<file path="config.mk">
export PLATFORM = sky130hd
export DESIGN_NAME = snax_hwpe_tcdm_bridge_flat
export DESIGN_NICKNAME = d
export VERILOG_FILES = /design/src/rtl/snax_hwpe_bridge_pkg.sv /design/src/rtl/hwpe_stream_intf_tcdm.sv /design/src/rtl/snax_hwpe_lane_steer.sv /design/src/rtl/snax_hwpe_tcdm_bridge.sv /design/src/flat_wrapper.sv
export SDC_FILE = /design/constraint.sdc
export NUM_CORES = 1
export LEC_CHECK = 0
export ABC_AREA = 1
export CORE_ASPECT_RATIO = 1.1
export CORE_UTILIZATION = 51
export CTS_BUF_LIST = sky130_fd_sc_hd__clkbuf_2
export CTS_CLUSTER_DIAMETER = 50
export DETAILED_ROUTE_END_ITERATION = 8
export GPL_ROUTABILITY_DRIVEN = 0
export PLACE_DENSITY = 0.79
export SLEW_MARGIN = 20
export SYNTH_ARGS = -nofsm -noshare
export SYNTH_HDL_FRONTEND = slang
export SYNTH_SLANG_ARGS = --single-unit
export TNS_END_PERCENT = 100
</file>
<file path="constraint.sdc">
create_clock -name clk_i -period 5.56 [get_ports clk_i]
set_input_delay 1.112 -clock clk_i [delete_from_list [all_inputs] [get_ports clk_i]]
set_output_delay 1.112 -clock clk_i [all_outputs]
set_load 0.01 [all_outputs]
</file>
<file path="src/rtl/snax_hwpe_bridge_pkg.sv">
// Shared definitions for the HWPE-to-Snitch TCDM bridge.
//   PerfCntWidth      : width of the performance counter ports.
//   lane_idx_width()  : bits needed to index a data lane (at least 1).
//   amo_op_e/AMONone  : reqrsp atomic opcode, re-exported for the q.amo field.
//   tcdm_*_default_t  : reqrsp request/response types at the default widths
//                       (48-bit address, 64-bit data), used when the parent
//                       does not override the type parameters.
// Optional feature macro used by this slice: SNAX_HWPE_BRIDGE_PERF_EN.
package snax_hwpe_bridge_pkg;

  localparam int unsigned PerfCntWidth = 32;

  typedef enum logic [3:0] {
    AMONone = 4'h0,
    AMOSwap = 4'h1,
    AMOAdd  = 4'h2,
    AMOAnd  = 4'h3,
    AMOOr   = 4'h4,
    AMOXor  = 4'h5,
    AMOMax  = 4'h6,
    AMOMaxu = 4'h7,
    AMOMin  = 4'h8,
    AMOMinu = 4'h9,
    AMOLR   = 4'hA,
    AMOSC   = 4'hB
  } amo_op_e;

  function automatic int unsigned lane_idx_width(input int unsigned num_lanes);
    return (num_lanes > 1) ? $clog2(num_lanes) : 1;
  endfunction

  typedef struct packed {
    logic [47:0] addr;
    logic        write;
    amo_op_e     amo;
    logic [63:0] data;
    logic [7:0]  strb;
    logic [0:0]  user;
  } tcdm_req_chan_default_t;

  typedef struct packed {
    logic [63:0] data;
  } tcdm_rsp_chan_default_t;

  typedef struct packed {
    tcdm_req_chan_default_t q;
    logic                   q_valid;
    logic                   p_ready;
  } tcdm_req_default_t;

  typedef struct packed {
    tcdm_rsp_chan_default_t p;
    logic                   p_valid;
    logic                   q_ready;
  } tcdm_rsp_default_t;

endpackage

</file>
<file path="src/rtl/hwpe_stream_intf_tcdm.sv">
// HWPE TCDM port: narrow word, active-low wen, 32-bit byte address.
//   master : drives req/add/wen/be/data, receives gnt/r_data/r_valid.
//   slave  : the mirror image.
interface hwpe_stream_intf_tcdm #(
  parameter int unsigned DW = 32
);
  logic          req;
  logic          gnt;
  logic [31:0]   add;
  logic          wen;
  logic [DW/8-1:0] be;
  logic [DW-1:0] data;
  logic [DW-1:0] r_data;
  logic          r_valid;

  modport master (output req, add, wen, be, data, input gnt, r_data, r_valid);
  modport slave  (input req, add, wen, be, data, output gnt, r_data, r_valid);
endinterface

</file>
<file path="src/rtl/snax_hwpe_lane_steer.sv">
// Combinational byte-lane steering between one HWPE word and a wide TCDM word.
//   wr_lane_i/be_i/wdata_i : lane, byte enables and data of the outgoing request
//   strb_o                 : be_i placed in the selected lane, zeros elsewhere
//   wdata_o                : wdata_i replicated into every lane
//   rd_lane_i/rdata_i      : lane of the returning read and the wide read data
//   rdata_o                : the selected lane of rdata_i
import snax_hwpe_bridge_pkg::*;

module snax_hwpe_lane_steer #(
  parameter  int unsigned NumLanes      = 2,
  parameter  int unsigned HwpeDataWidth = 32,
  localparam int unsigned LaneW         = lane_idx_width(NumLanes),
  localparam int unsigned HwpeBeW       = HwpeDataWidth / 8
) (
  input  logic [LaneW-1:0]                  wr_lane_i,
  input  logic [HwpeBeW-1:0]                be_i,
  input  logic [HwpeDataWidth-1:0]          wdata_i,
  output logic [NumLanes*HwpeBeW-1:0]       strb_o,
  output logic [NumLanes*HwpeDataWidth-1:0] wdata_o,
  input  logic [LaneW-1:0]                  rd_lane_i,
  input  logic [NumLanes*HwpeDataWidth-1:0] rdata_i,
  output logic [HwpeDataWidth-1:0]          rdata_o
);

  always_comb begin
    strb_o  = '0;
    wdata_o = '0;
    rdata_o = '0;
    for (int unsigned i = 0; i < NumLanes; i++) begin
      wdata_o[i*HwpeDataWidth +: HwpeDataWidth] = wdata_i;
      if (wr_lane_i == LaneW'(i)) strb_o[i*HwpeBeW +: HwpeBeW] = be_i;
      if (rd_lane_i == LaneW'(i)) rdata_o = rdata_i[i*HwpeDataWidth +: HwpeDataWidth];
    end
  end

endmodule

</file>
<file path="src/rtl/snax_hwpe_tcdm_bridge.sv">
// HWPE TCDM slave port to Snitch reqrsp TCDM master port bridge.
//   clk_i, rst_i      : clock, synchronous active-high reset
//   tcdm_req_o        : reqrsp request (q, q_valid, p_ready)
//   tcdm_rsp_i        : reqrsp response (p, p_valid, q_ready)
//   hwpe_tcdm_slave   : HWPE port; gnt is combinational, r_valid/r_data are
//                       combinational from p_valid
//   perf_stall_o      : saturating count of cycles with req=1 and gnt=0
//   perf_reads_o      : saturating count of completed reads
// Macro SNAX_HWPE_BRIDGE_PERF_EN enables the counters; otherwise both are 0.
import snax_hwpe_bridge_pkg::*;

module snax_hwpe_tcdm_bridge #(
  parameter int unsigned AddrWidth      = 48,
  parameter int unsigned DataWidth      = 64,
  parameter int unsigned HwpeDataWidth  = 32,
  parameter int unsigned ReqDepth       = 8,
  parameter int unsigned MaxOutstanding = 8,
  parameter type         tcdm_req_t     = tcdm_req_default_t,
  parameter type         tcdm_rsp_t     = tcdm_rsp_default_t
) (
  input  logic                    clk_i,
  input  logic                    rst_i,
  output tcdm_req_t               tcdm_req_o,
  input  tcdm_rsp_t               tcdm_rsp_i,
  hwpe_stream_intf_tcdm.slave     hwpe_tcdm_slave,
  output logic [PerfCntWidth-1:0] perf_stall_o,
  output logic [PerfCntWidth-1:0] perf_reads_o
);

  localparam int unsigned NumLanes = DataWidth / HwpeDataWidth;
  localparam int unsigned LaneW    = lane_idx_width(NumLanes);
  localparam int unsigned HwpeBeW  = HwpeDataWidth / 8;
  localparam int unsigned LaneLsb  = $clog2(HwpeDataWidth / 8);
  localparam int unsigned ReqCntW  = $clog2(ReqDepth + 1);
  localparam int unsigned ReqPtrW  = $clog2(ReqDepth);
  localparam int unsigned RdCntW   = $clog2(MaxOutstanding + 1);
  localparam int unsigned RdPtrW   = (MaxOutstanding > 1) ? $clog2(MaxOutstanding) : 1;

  typedef struct packed {
    logic [31:0]              addr;
    logic                     write;
    logic [LaneW-1:0]         lane;
    logic [HwpeBeW-1:0]       be;
    logic [HwpeDataWidth-1:0] data;
  } req_entry_t;

  // Both buffers behave as non-fall-through FIFOs: a pushed entry is
  // visible at the head one cycle later, and a pop never frees a slot for
  // a push in the same cycle.
  req_entry_t       req_mem_q [ReqDepth];
  logic [ReqPtrW-1:0] req_wptr_q, req_wptr_d, req_rptr_q, req_rptr_d;
  logic [ReqCntW-1:0] req_cnt_q, req_cnt_d;

  logic [LaneW-1:0]  rd_mem_q [MaxOutstanding];
  logic [RdPtrW-1:0] rd_wptr_q, rd_wptr_d, rd_rptr_q, rd_rptr_d;
  logic [RdCntW-1:0] rd_cnt_q, rd_cnt_d;

  logic       req_full, req_empty, gnt, rd_push, req_pop, rd_pop;
  logic [LaneW-1:0] in_lane;
  req_entry_t in_entry, req_head;
  logic [NumLanes*HwpeBeW-1:0]       wide_strb;
  logic [NumLanes*HwpeDataWidth-1:0] wide_wdata;
  logic [HwpeDataWidth-1:0]          narrow_rdata;

  if (NumLanes > 1) begin : g_lane
    always_comb in_lane = hwpe_tcdm_slave.add[LaneLsb +: LaneW];
  end else begin : g_nolane
    always_comb in_lane = '0;
  end

  always_comb begin
    req_full  = (req_cnt_q == ReqCntW'(ReqDepth));
    req_empty = (req_cnt_q == '0);
    gnt       = hwpe_tcdm_slave.req & ~req_full &
                (~hwpe_tcdm_slave.wen | (rd_cnt_q < RdCntW'(MaxOutstanding)));
    rd_push   = gnt & hwpe_tcdm_slave.wen;
    req_pop   = ~req_empty & tcdm_rsp_i.q_ready;
    // Responses with nothing outstanding are dropped.
    rd_pop    = tcdm_rsp_i.p_valid & (rd_cnt_q != '0);
    req_head  = req_mem_q[req_rptr_q];

    in_entry.addr  = hwpe_tcdm_slave.add;
    in_entry.write = ~hwpe_tcdm_slave.wen;
    in_entry.lane  = in_lane;
    in_entry.be    = hwpe_tcdm_slave.be;
    in_entry.data  = hwpe_tcdm_slave.data;
  end

  always_comb begin
    req_wptr_d = req_wptr_q;
    req_rptr_d = req_rptr_q;
    req_cnt_d  = req_cnt_q;
    if (gnt)     req_wptr_d = (req_wptr_q == ReqPtrW'(ReqDepth - 1)) ? '0 : req_wptr_q + ReqPtrW'(1);
    if (req_pop) req_rptr_d = (req_rptr_q == ReqPtrW'(ReqDepth - 1)) ? '0 : req_rptr_q + ReqPtrW'(1);
    case ({gnt, req_pop})
      2'b10:   req_cnt_d = req_cnt_q + ReqCntW'(1);
      2'b01:   req_cnt_d = req_cnt_q - ReqCntW'(1);
      default: req_cnt_d = req_cnt_q;
    endcase

    rd_wptr_d = rd_wptr_q;
    rd_rptr_d = rd_rptr_q;
    rd_cnt_d  = rd_cnt_q;
    if (rd_push) rd_wptr_d = (rd_wptr_q == RdPtrW'(MaxOutstanding - 1)) ? '0 : rd_wptr_q + RdPtrW'(1);
    if (rd_pop)  rd_rptr_d = (rd_rptr_q == RdPtrW'(MaxOutstanding - 1)) ? '0 : rd_rptr_q + RdPtrW'(1);
    case ({rd_push, rd_pop})
      2'b10:   rd_cnt_d = rd_cnt_q + RdCntW'(1);
      2'b01:   rd_cnt_d = rd_cnt_q - RdCntW'(1);
      default: rd_cnt_d = rd_cnt_q;
    endcase
  end

  always_ff @(posedge clk_i) begin
    if (rst_i) begin
      req_wptr_q <= '0;
      req_rptr_q <= '0;
      req_cnt_q  <= '0;
      rd_wptr_q  <= '0;
      rd_rptr_q  <= '0;
      rd_cnt_q   <= '0;
    end else begin
      req_wptr_q <= req_wptr_d;
      req_rptr_q <= req_rptr_d;
      req_cnt_q  <= req_cnt_d;
      rd_wptr_q  <= rd_wptr_d;
      rd_rptr_q  <= rd_rptr_d;
      rd_cnt_q   <= rd_cnt_d;
    end
  end

  // Storage needs no reset: entries are only observed through the counters.
  always_ff @(posedge clk_i) begin
    if (gnt)     req_mem_q[req_wptr_q] <= in_entry;
    if (rd_push) rd_mem_q[rd_wptr_q]   <= in_lane;
  end

  snax_hwpe_lane_steer #(
    .NumLanes      (NumLanes),
    .HwpeDataWidth (HwpeDataWidth)
  ) i_lane_steer (
    .wr_lane_i (req_head.lane),
    .be_i      (req_head.be),
    .wdata_i   (req_head.data),
    .strb_o    (wide_strb),
    .wdata_o   (wide_wdata),
    .rd_lane_i (rd_mem_q[rd_rptr_q]),
    .rdata_i   (tcdm_rsp_i.p.data),
    .rdata_o   (narrow_rdata)
  );

  always_comb begin
    tcdm_req_o         = '0;
    tcdm_req_o.q_valid = ~req_empty;
    tcdm_req_o.q.addr  = AddrWidth'(req_head.addr);
    tcdm_req_o.q.write = req_head.write;
    tcdm_req_o.q.amo   = AMONone;
    tcdm_req_o.q.data  = wide_wdata;
    tcdm_req_o.q.strb  = wide_strb;
    tcdm_req_o.q.user  = '0;
    tcdm_req_o.p_ready = 1'b1;

    hwpe_tcdm_slave.gnt     = gnt;
    hwpe_tcdm_slave.r_valid = rd_pop;
    hwpe_tcdm_slave.r_data  = narrow_rdata;
  end

`ifdef SNAX_HWPE_BRIDGE_PERF_EN
  logic [PerfCntWidth-1:0] stall_q, stall_d, reads_q, reads_d;

  always_comb begin
    stall_d = stall_q;
    reads_d = reads_q;
    if (hwpe_tcdm_slave.req & ~gnt & (stall_q != '1)) stall_d = stall_q + PerfCntWidth'(1);
    if (rd_pop & (reads_q != '1))                    reads_d = reads_q + PerfCntWidth'(1);
    perf_stall_o = stall_q;
    perf_reads_o = reads_q;
  end

  always_ff @(posedge clk_i) begin
    if (rst_i) begin
      stall_q <= '0;
      reads_q <= '0;
    end else begin
      stall_q <= stall_d;
      reads_q <= reads_d;
    end
  end
`else
  always_comb begin
    perf_stall_o = '0;
    perf_reads_o = '0;
  end
`endif

  spurious_rsp_a: assert property (@(posedge clk_i) disable iff (rst_i)
    tcdm_rsp_i.p_valid |-> (rd_cnt_q != '0));

endmodule
</file>
<file path="src/flat_wrapper.sv">
// flat-port wrapper written by rule: the top's interface ports become plain ports
module snax_hwpe_tcdm_bridge_flat 
#(
  parameter int unsigned AddrWidth      = 48,
  parameter int unsigned DataWidth      = 64,
  parameter int unsigned HwpeDataWidth  = 32,
  parameter int unsigned ReqDepth       = 8,
  parameter int unsigned MaxOutstanding = 8,
  parameter type         tcdm_req_t     = tcdm_req_default_t,
  parameter type         tcdm_rsp_t     = tcdm_rsp_default_t
)
  (clk_i, rst_i, tcdm_req_o, tcdm_rsp_i, perf_stall_o, perf_reads_o, hwpe_tcdm_slave_req, hwpe_tcdm_slave_add, hwpe_tcdm_slave_wen, hwpe_tcdm_slave_be, hwpe_tcdm_slave_data, hwpe_tcdm_slave_gnt, hwpe_tcdm_slave_r_data, hwpe_tcdm_slave_r_valid);
  hwpe_stream_intf_tcdm hwpe_tcdm_slave_i ();
  input  logic clk_i;
  input  logic rst_i;
  output tcdm_req_t tcdm_req_o;
  input  tcdm_rsp_t tcdm_rsp_i;
  output logic [PerfCntWidth-1:0] perf_stall_o;
  output logic [PerfCntWidth-1:0] perf_reads_o;
  input wire logic [$bits(hwpe_tcdm_slave_i.req)-1:0] hwpe_tcdm_slave_req;
  input wire logic [$bits(hwpe_tcdm_slave_i.add)-1:0] hwpe_tcdm_slave_add;
  input wire logic [$bits(hwpe_tcdm_slave_i.wen)-1:0] hwpe_tcdm_slave_wen;
  input wire logic [$bits(hwpe_tcdm_slave_i.be)-1:0] hwpe_tcdm_slave_be;
  input wire logic [$bits(hwpe_tcdm_slave_i.data)-1:0] hwpe_tcdm_slave_data;
  output wire logic [$bits(hwpe_tcdm_slave_i.gnt)-1:0] hwpe_tcdm_slave_gnt;
  output wire logic [$bits(hwpe_tcdm_slave_i.r_data)-1:0] hwpe_tcdm_slave_r_data;
  output wire logic [$bits(hwpe_tcdm_slave_i.r_valid)-1:0] hwpe_tcdm_slave_r_valid;
  assign hwpe_tcdm_slave_i.req = hwpe_tcdm_slave_req;
  assign hwpe_tcdm_slave_i.add = hwpe_tcdm_slave_add;
  assign hwpe_tcdm_slave_i.wen = hwpe_tcdm_slave_wen;
  assign hwpe_tcdm_slave_i.be = hwpe_tcdm_slave_be;
  assign hwpe_tcdm_slave_i.data = hwpe_tcdm_slave_data;
  assign hwpe_tcdm_slave_gnt = hwpe_tcdm_slave_i.gnt;
  assign hwpe_tcdm_slave_r_data = hwpe_tcdm_slave_i.r_data;
  assign hwpe_tcdm_slave_r_valid = hwpe_tcdm_slave_i.r_valid;
  snax_hwpe_tcdm_bridge #(.AddrWidth(AddrWidth), .DataWidth(DataWidth), .HwpeDataWidth(HwpeDataWidth), .ReqDepth(ReqDepth), .MaxOutstanding(MaxOutstanding), .tcdm_req_t(tcdm_req_t), .tcdm_rsp_t(tcdm_rsp_t)) u_core (.clk_i(clk_i), .rst_i(rst_i), .tcdm_req_o(tcdm_req_o), .tcdm_rsp_i(tcdm_rsp_i), .hwpe_tcdm_slave(hwpe_tcdm_slave_i), .perf_stall_o(perf_stall_o), .perf_reads_o(perf_reads_o));
endmodule
</file>
Yosys cells after proc, flatten, opt, wreduce, memory -nomap -nowiden
Memory sizes are Yosys's and may differ from the RTL's. A register that Yosys moved wholly into a read port is not among the register bits.
Index checks and enable logic that the tools add are counted.
- bits of input ports: 138
- flip-flop bits (word level): 20
- output and inout bits: 226
- memories kept: 2
- bits in writable memories: 568
- bitwise operators: 9
- magnitude comparators: 1
- reduce and logical (&&, ||, !) cells: 4
- $add $sub $neg: 8
- mux-type cells: 17
- equal/unequal tests: 9
- memories (memory ; words ; bits a word ; rd ports ; clocked after memory_dff ; wr ports ; RTL line ; RTL):
    u_core.req_mem_q ; 8 ; 70 ; 1 ; 1 ; 1 ; snax_hwpe_tcdm_bridge.sv:50 ; req_entry_t req_mem_q [ReqDepth];
    u_core.rd_mem_q ; 8 ; 1 ; 1 ; 1 ; 1 ; snax_hwpe_tcdm_bridge.sv:54 ; logic [LaneW-1:0] rd_mem_q [MaxOutstanding];
- operators by type and width (kind ; number):
    32-bit two-way mux ; 1
    3-bit two-way mux ; 8
    4-bit case mux with 2 select lines ; 2
    3-bit by 1-bit adder with 3-bit output, second input constant ; 4
    3-bit equality test, second input constant ; 4
    4-bit by 1-bit adder with 4-bit output, second input constant ; 2
    4-bit two-way mux ; 2
    4-bit by 1-bit subtractor with 4-bit output, second input constant ; 2
    1-bit AND ; 5
    2-bit by 1-bit equality test with 1-bit output, second input constant ; 2
    2-bit equality test, second input constant ; 2
    4-bit equality test, second input constant ; 1
    4-bit zero test ; 1
    4-bit less-than comparator, second input constant ; 1
    1-bit two-way mux ; 4
    2-bit nonzero test ; 2
    4-bit nonzero test ; 1
    1-bit inverter ; 3
    1-bit bitwise OR ; 1

Depth between registers and ports, before layout
- depth after elaboration: 7
- depth in mapped cells: 14

Hierarchy
Synthesis repeated with hierarchy kept, for this count alone.
- cells, all modules: 2067
- area, all modules: 25211.7 um^2
- modules (own cells, without submodules) (module ; sequential area each (um^2) ; area each (um^2) ; cells each ; instances):
    snax_hwpe_tcdm_bridge ; 17336.6 ; 24174.4 ; 1882 ; 1
    snax_hwpe_lane_steer ; 0.0 ; 1037.2 ; 185 ; 1

Worst setup path after synthesis
OpenSTA, ideal clock, no wires.
- path type: input-to-reg
- start point: in hwpe_tcdm_slave_req
- end point: mem u_core.req_mem_q[0][0] (netlist name), enable pin
- arrival: 4.605 ns
- cell stages on the path: 5
- path slack: 0.459 ns
- data required time: 5.064 ns
- cell sequence: a21boi_0 nand2_2 inv_1 nand2_1 nor2_1
- longest elaborated chain between the ends: 4
- RTL lines (element ; RTL line ; RTL):
    from (decl) ; flat_wrapper.sv:20 ; input wire logic [$bits(hwpe_tcdm_slave_i.req)-1:0] hwpe_tcdm_slave_req;
    1-bit AND (2 in a row) ; snax_hwpe_tcdm_bridge.sv:74 ; gnt = hwpe_tcdm_slave.req & ~req_full &
    named net hwpe_tcdm_slave_gnt ; flat_wrapper.sv:25 ; output wire logic [$bits(hwpe_tcdm_slave_i.gnt)-1:0] hwpe_tcdm_slave_gnt;
    1-bit two-way mux ; snax_hwpe_tcdm_bridge.sv:133 ; if (gnt) req_mem_q[req_wptr_q] <= in_entry;
    1-bit two-way mux (not written as such) ; snax_hwpe_tcdm_bridge.sv:133 ;
    to (decl) ; snax_hwpe_tcdm_bridge.sv:50 ;
The timed path passes the listed nets, and every way through them passes these cells.

==> results_dict.tcl <==
set metrics [dict create \
    hold_ws_ns 0.5041 \
    syn_inst 2004 \
    rows 83 \
    die_h_um 230.5 \
    critPathBufInv 1 \
    dr_total_vias 16520 \
    clkTransAtPathRegs_ns 0.11 \
    ctsResizeCount 0 \
    area_growth_pct 16.93 \
    worst_ep_arrival_time_ns 3.97 \
    grt_pass1_wl_mm 87.63 \
    max_slew.worst_pin.slew_ns 1.045 \
    reg2regPathDepth 6 \
    critPathSlowestCell "nand2_1" \
    reg2reg_setup_slack_ns 2.78 \
    finClkSkew_ns 0.05531 \
    final_max_slew_viol_count 0 \
    cap_violations 0 \
    worstPathRequired_ns 4.45 \
    cp-start-kind "register" \
    postCtsSetupBuffers 0 \
    clkLatencyLatePin_ns 1.10 \
    critPathTopFamily "simple AND/OR/NAND/NOR gates" \
    fin_crit_sh 0.9141 \
    hp-start "u_core.req_rptr_q[1]$_SDFFE_PP0N_" \
    critPathKind "reg -> out" \
    avgRoutedWirePerCell_um 19.30 \
    cts_sinks 586 \
    p_clk_frac 0.206 \
    post-dp-hpwl_mm 31.90 \
    tns_ns 0 \
    viasPerCell 5.510 \
    yosys_warnings 0 \
    drc 0 \
    dieArea_sq_um 48330 \
    r2r_end "u_core.req_mem_q[2][19]$_DFFE_PP_" \
    syn_area_sq_um 24200 \
    cts_max_level 4 \
    sw_frac_of_total 0.3580 \
    status "complete, no violations" \
    hp-class "reg -> reg" \
    core_area_sq_um 46730 \
    drt_iter0_drc 1637 \
    io_pins 364 \
    p_per_area_nw_per_um2 468.0 \
    slew_headroom 0.3032 \
    synth_ff_type "edfxtp_1" \
    ant_nets 0 \
    cts_buffer_depth 3 \
    setup_viol 0 \
    crit_chain "o21ai_0 -> o211ai_4 -> nand2_1 -> nand2_1 -> nand2_1 -> clkdlybuf4s50_1" \
    ys_seq_area_frac 0.7163 \
    min_period_ns 5.083 \
    port_buffers 277 \
    worst_setup_path_end_kind "output pin" \
    max_stage_delay_ns 0.80 \
    ir_drop_mv 0.2985 \
    rsz0062_at_grt "false" \
    first_pass_iters 5 \
    antenna_found_initial 8 \
    first_global_vias 16190 \
    hold_viol_final 0 \
    fillCellCount 3539 \
    p_leak_nw 10.29 \
    start_util 0.5179 \
    synth-seq-cells 586 \
    grt_max_degree 220 \
    hold_depth 2 \
    avgSynthCellArea_sq_um 12.08 \
    fmax_mhz 196.7 \
    cts_tree "yes" \
    grt.total_usage 0.2371 \
    seqPwrFrac 0.410 \
    drt-total-wl_mm 57.87 \
    ctsHoldBuffers 0 \
    fin_nets 2449 \
    p_int_mw 8.503 \
    ys_types 33 \
    critPathMaxFanout 33 \
    reg2reg_from "u_core.rd_cnt_q[3]$_SDFFE_PP0P_" \
    crit_top_cell "nand2_1" \
    async_flop_share 0 \
    grt_overflow 0 \
    cts_buffers 138 \
    switchingPower_mw 4.741 \
    die_w_um 209.7 \
    synth_enable_flop_cells 560 \
    drive_gt1_frac 0.1096 \
    cts_root_buf "clkbuf_2" \
    combPwrFrac 0.384 \
]
==> per-stage QoR <==
step | worst slack (ns) | power, mW | util | instance area (sq um) | instances
floorplan | 0.4589 | 8.450 | - | 24520 | 2088
finish | 0.4774 | 13.24 | 0.6055 | 28300 | 2999
global route | 0.1499 | 14.00 | 0.6055 | 28300 | 2999
CTS | 0.09961 | 13.30 | 0.6050 | 28270 | 2994
detailed placement | 1.319 | 10.59 | 0.5782 | 27020 | 2752
global placement | 1.482 | 10.43 | 0.5782 | 27020 | 2752
==> worst min-delay path, delay by kind of cell (launching register included) <==
kind | cells | cell delay, ns
simple gates | 2 | 0.15
flops | 1 | 0.33
==> per-layer routing <==
layer,part of all wire,GRT usage,vias up
met2,0.49,0.3781,811
met3,0.079,0.05523,126
li1,-,-,7630
met4,0.029,0.1220,6
met5,0.00059,0,-
met1,0.40,0.3042,7951
==> power by group through the flow <==
stage          Sequential (mW)  Combinational [mW]  Clock, mW
4_1_cts                   5.43                5.09       2.78
3_5_place_dp              5.53                5.06          0
3_3_place_gp              5.51                4.92          0
6_report                  5.43                5.09       2.72
2_1_floorplan             5.47                2.99          0
5_1_grt                   5.47                5.53       3.00
==> layout make-up <==
type                    count  area, sq um  share of cell area
repair buffers            303         3122              0.1103
diodes                      5        12.51           0.0004421
flip-flops and latches    586        17350              0.6130
well taps                 595        744.5             0.02631
inverters                  32        126.4            0.004466
clock inverters            30        191.4            0.006765
clock buffers             212         1061             0.03749
multi-input cells        1236         5693              0.2012
==> sequential cells by signal, indices dropped and copies added (netlist names), named ones only <==
name	cells
u_core.rd_cnt_q	4
u_core.req_wptr_q	3
u_core.rd_rptr_q	3
u_core.rd_wptr_q	3
u_core.rd_mem_q	8
u_core.req_cnt_q	4
u_core.req_rptr_q	3
u_core.req_mem_q	552
==> cell families (layout without fill, tap and decap cells) <==
group | Yosys count | count (layout) | share of synthesized area
simple gates | 681 | 681 | 0.1087
flops | 586 | 586 | 0.7163
compound gates | 451 | 451 | 0.1017
buf+inv | 266 | 577 | 0.06431
fa+ha+maj | 14 | 14 | 0.007238
xor+xnor | 4 | 4 | 0.001448
other cells | 2 | 91 | 0.0003103
==> layout by cell type (no fill, tap or decap), drive strengths merged <==
cell type      netlist  layout
bufinv               0       3
o22ai              128     128
ha                  14      14
o211ai               9       9
o211a                2       2
or2                  1       1
nand2              292     292
clkdlybuf4s50        0     277
diode                0       5
a21oi               13      13
edfxtp             560     560
xnor2                3       3
xor2                 1       1
inv                 31      34
buf                168      26
nand3b               2       2
clkinv               1      25
dfxtp               26      26
and3                 1       1
nor2               344     344
o21ai              298     298
nand3               41      41
clkbuf              66     212
conb                 2      86
a21boi               1       1
==> how the worst max path moves through the flow <==
stage | startpoint | end | depth (start not counted)
detailed placement | register | hwpe_tcdm_slave_r_data[27] | 6
floorplan | hwpe_tcdm_slave_req | u_core.req_mem_q[0][0]$_DFFE_PP_ | 5
global placement | register | tcdm_req_o[3] | 8
global route | register | hwpe_tcdm_slave_r_data[27] | 6
CTS | register | hwpe_tcdm_slave_r_data[27] | 6
finish | register | hwpe_tcdm_slave_r_data[27] | 6
==> cell usage after synthesis (2+ instances only) <==
cell,n,share of area
a21oi_1,13,0.0027
buf_1,5,0.00078
buf_2,29,0.0060
buf_4,130,0.040
buf_6,4,0.0019
clkbuf_1,65,0.010
conb_1,2,0.00031
dfxtp_1,26,0.022
edfxtp_1,560,0.69
ha_1,14,0.0072
inv_1,29,0.0045
nand2_1,291,0.045
nand3_1,41,0.0085
nand3b_1,2,0.00062
nor2_1,343,0.053
o211a_1,2,0.00083
o211ai_1,8,0.0025
o21ai_0,280,0.058
o21ai_1,17,0.0035
o22ai_1,128,0.033
xnor2_1,3,0.0011
(Power assumes the default switching activity.)
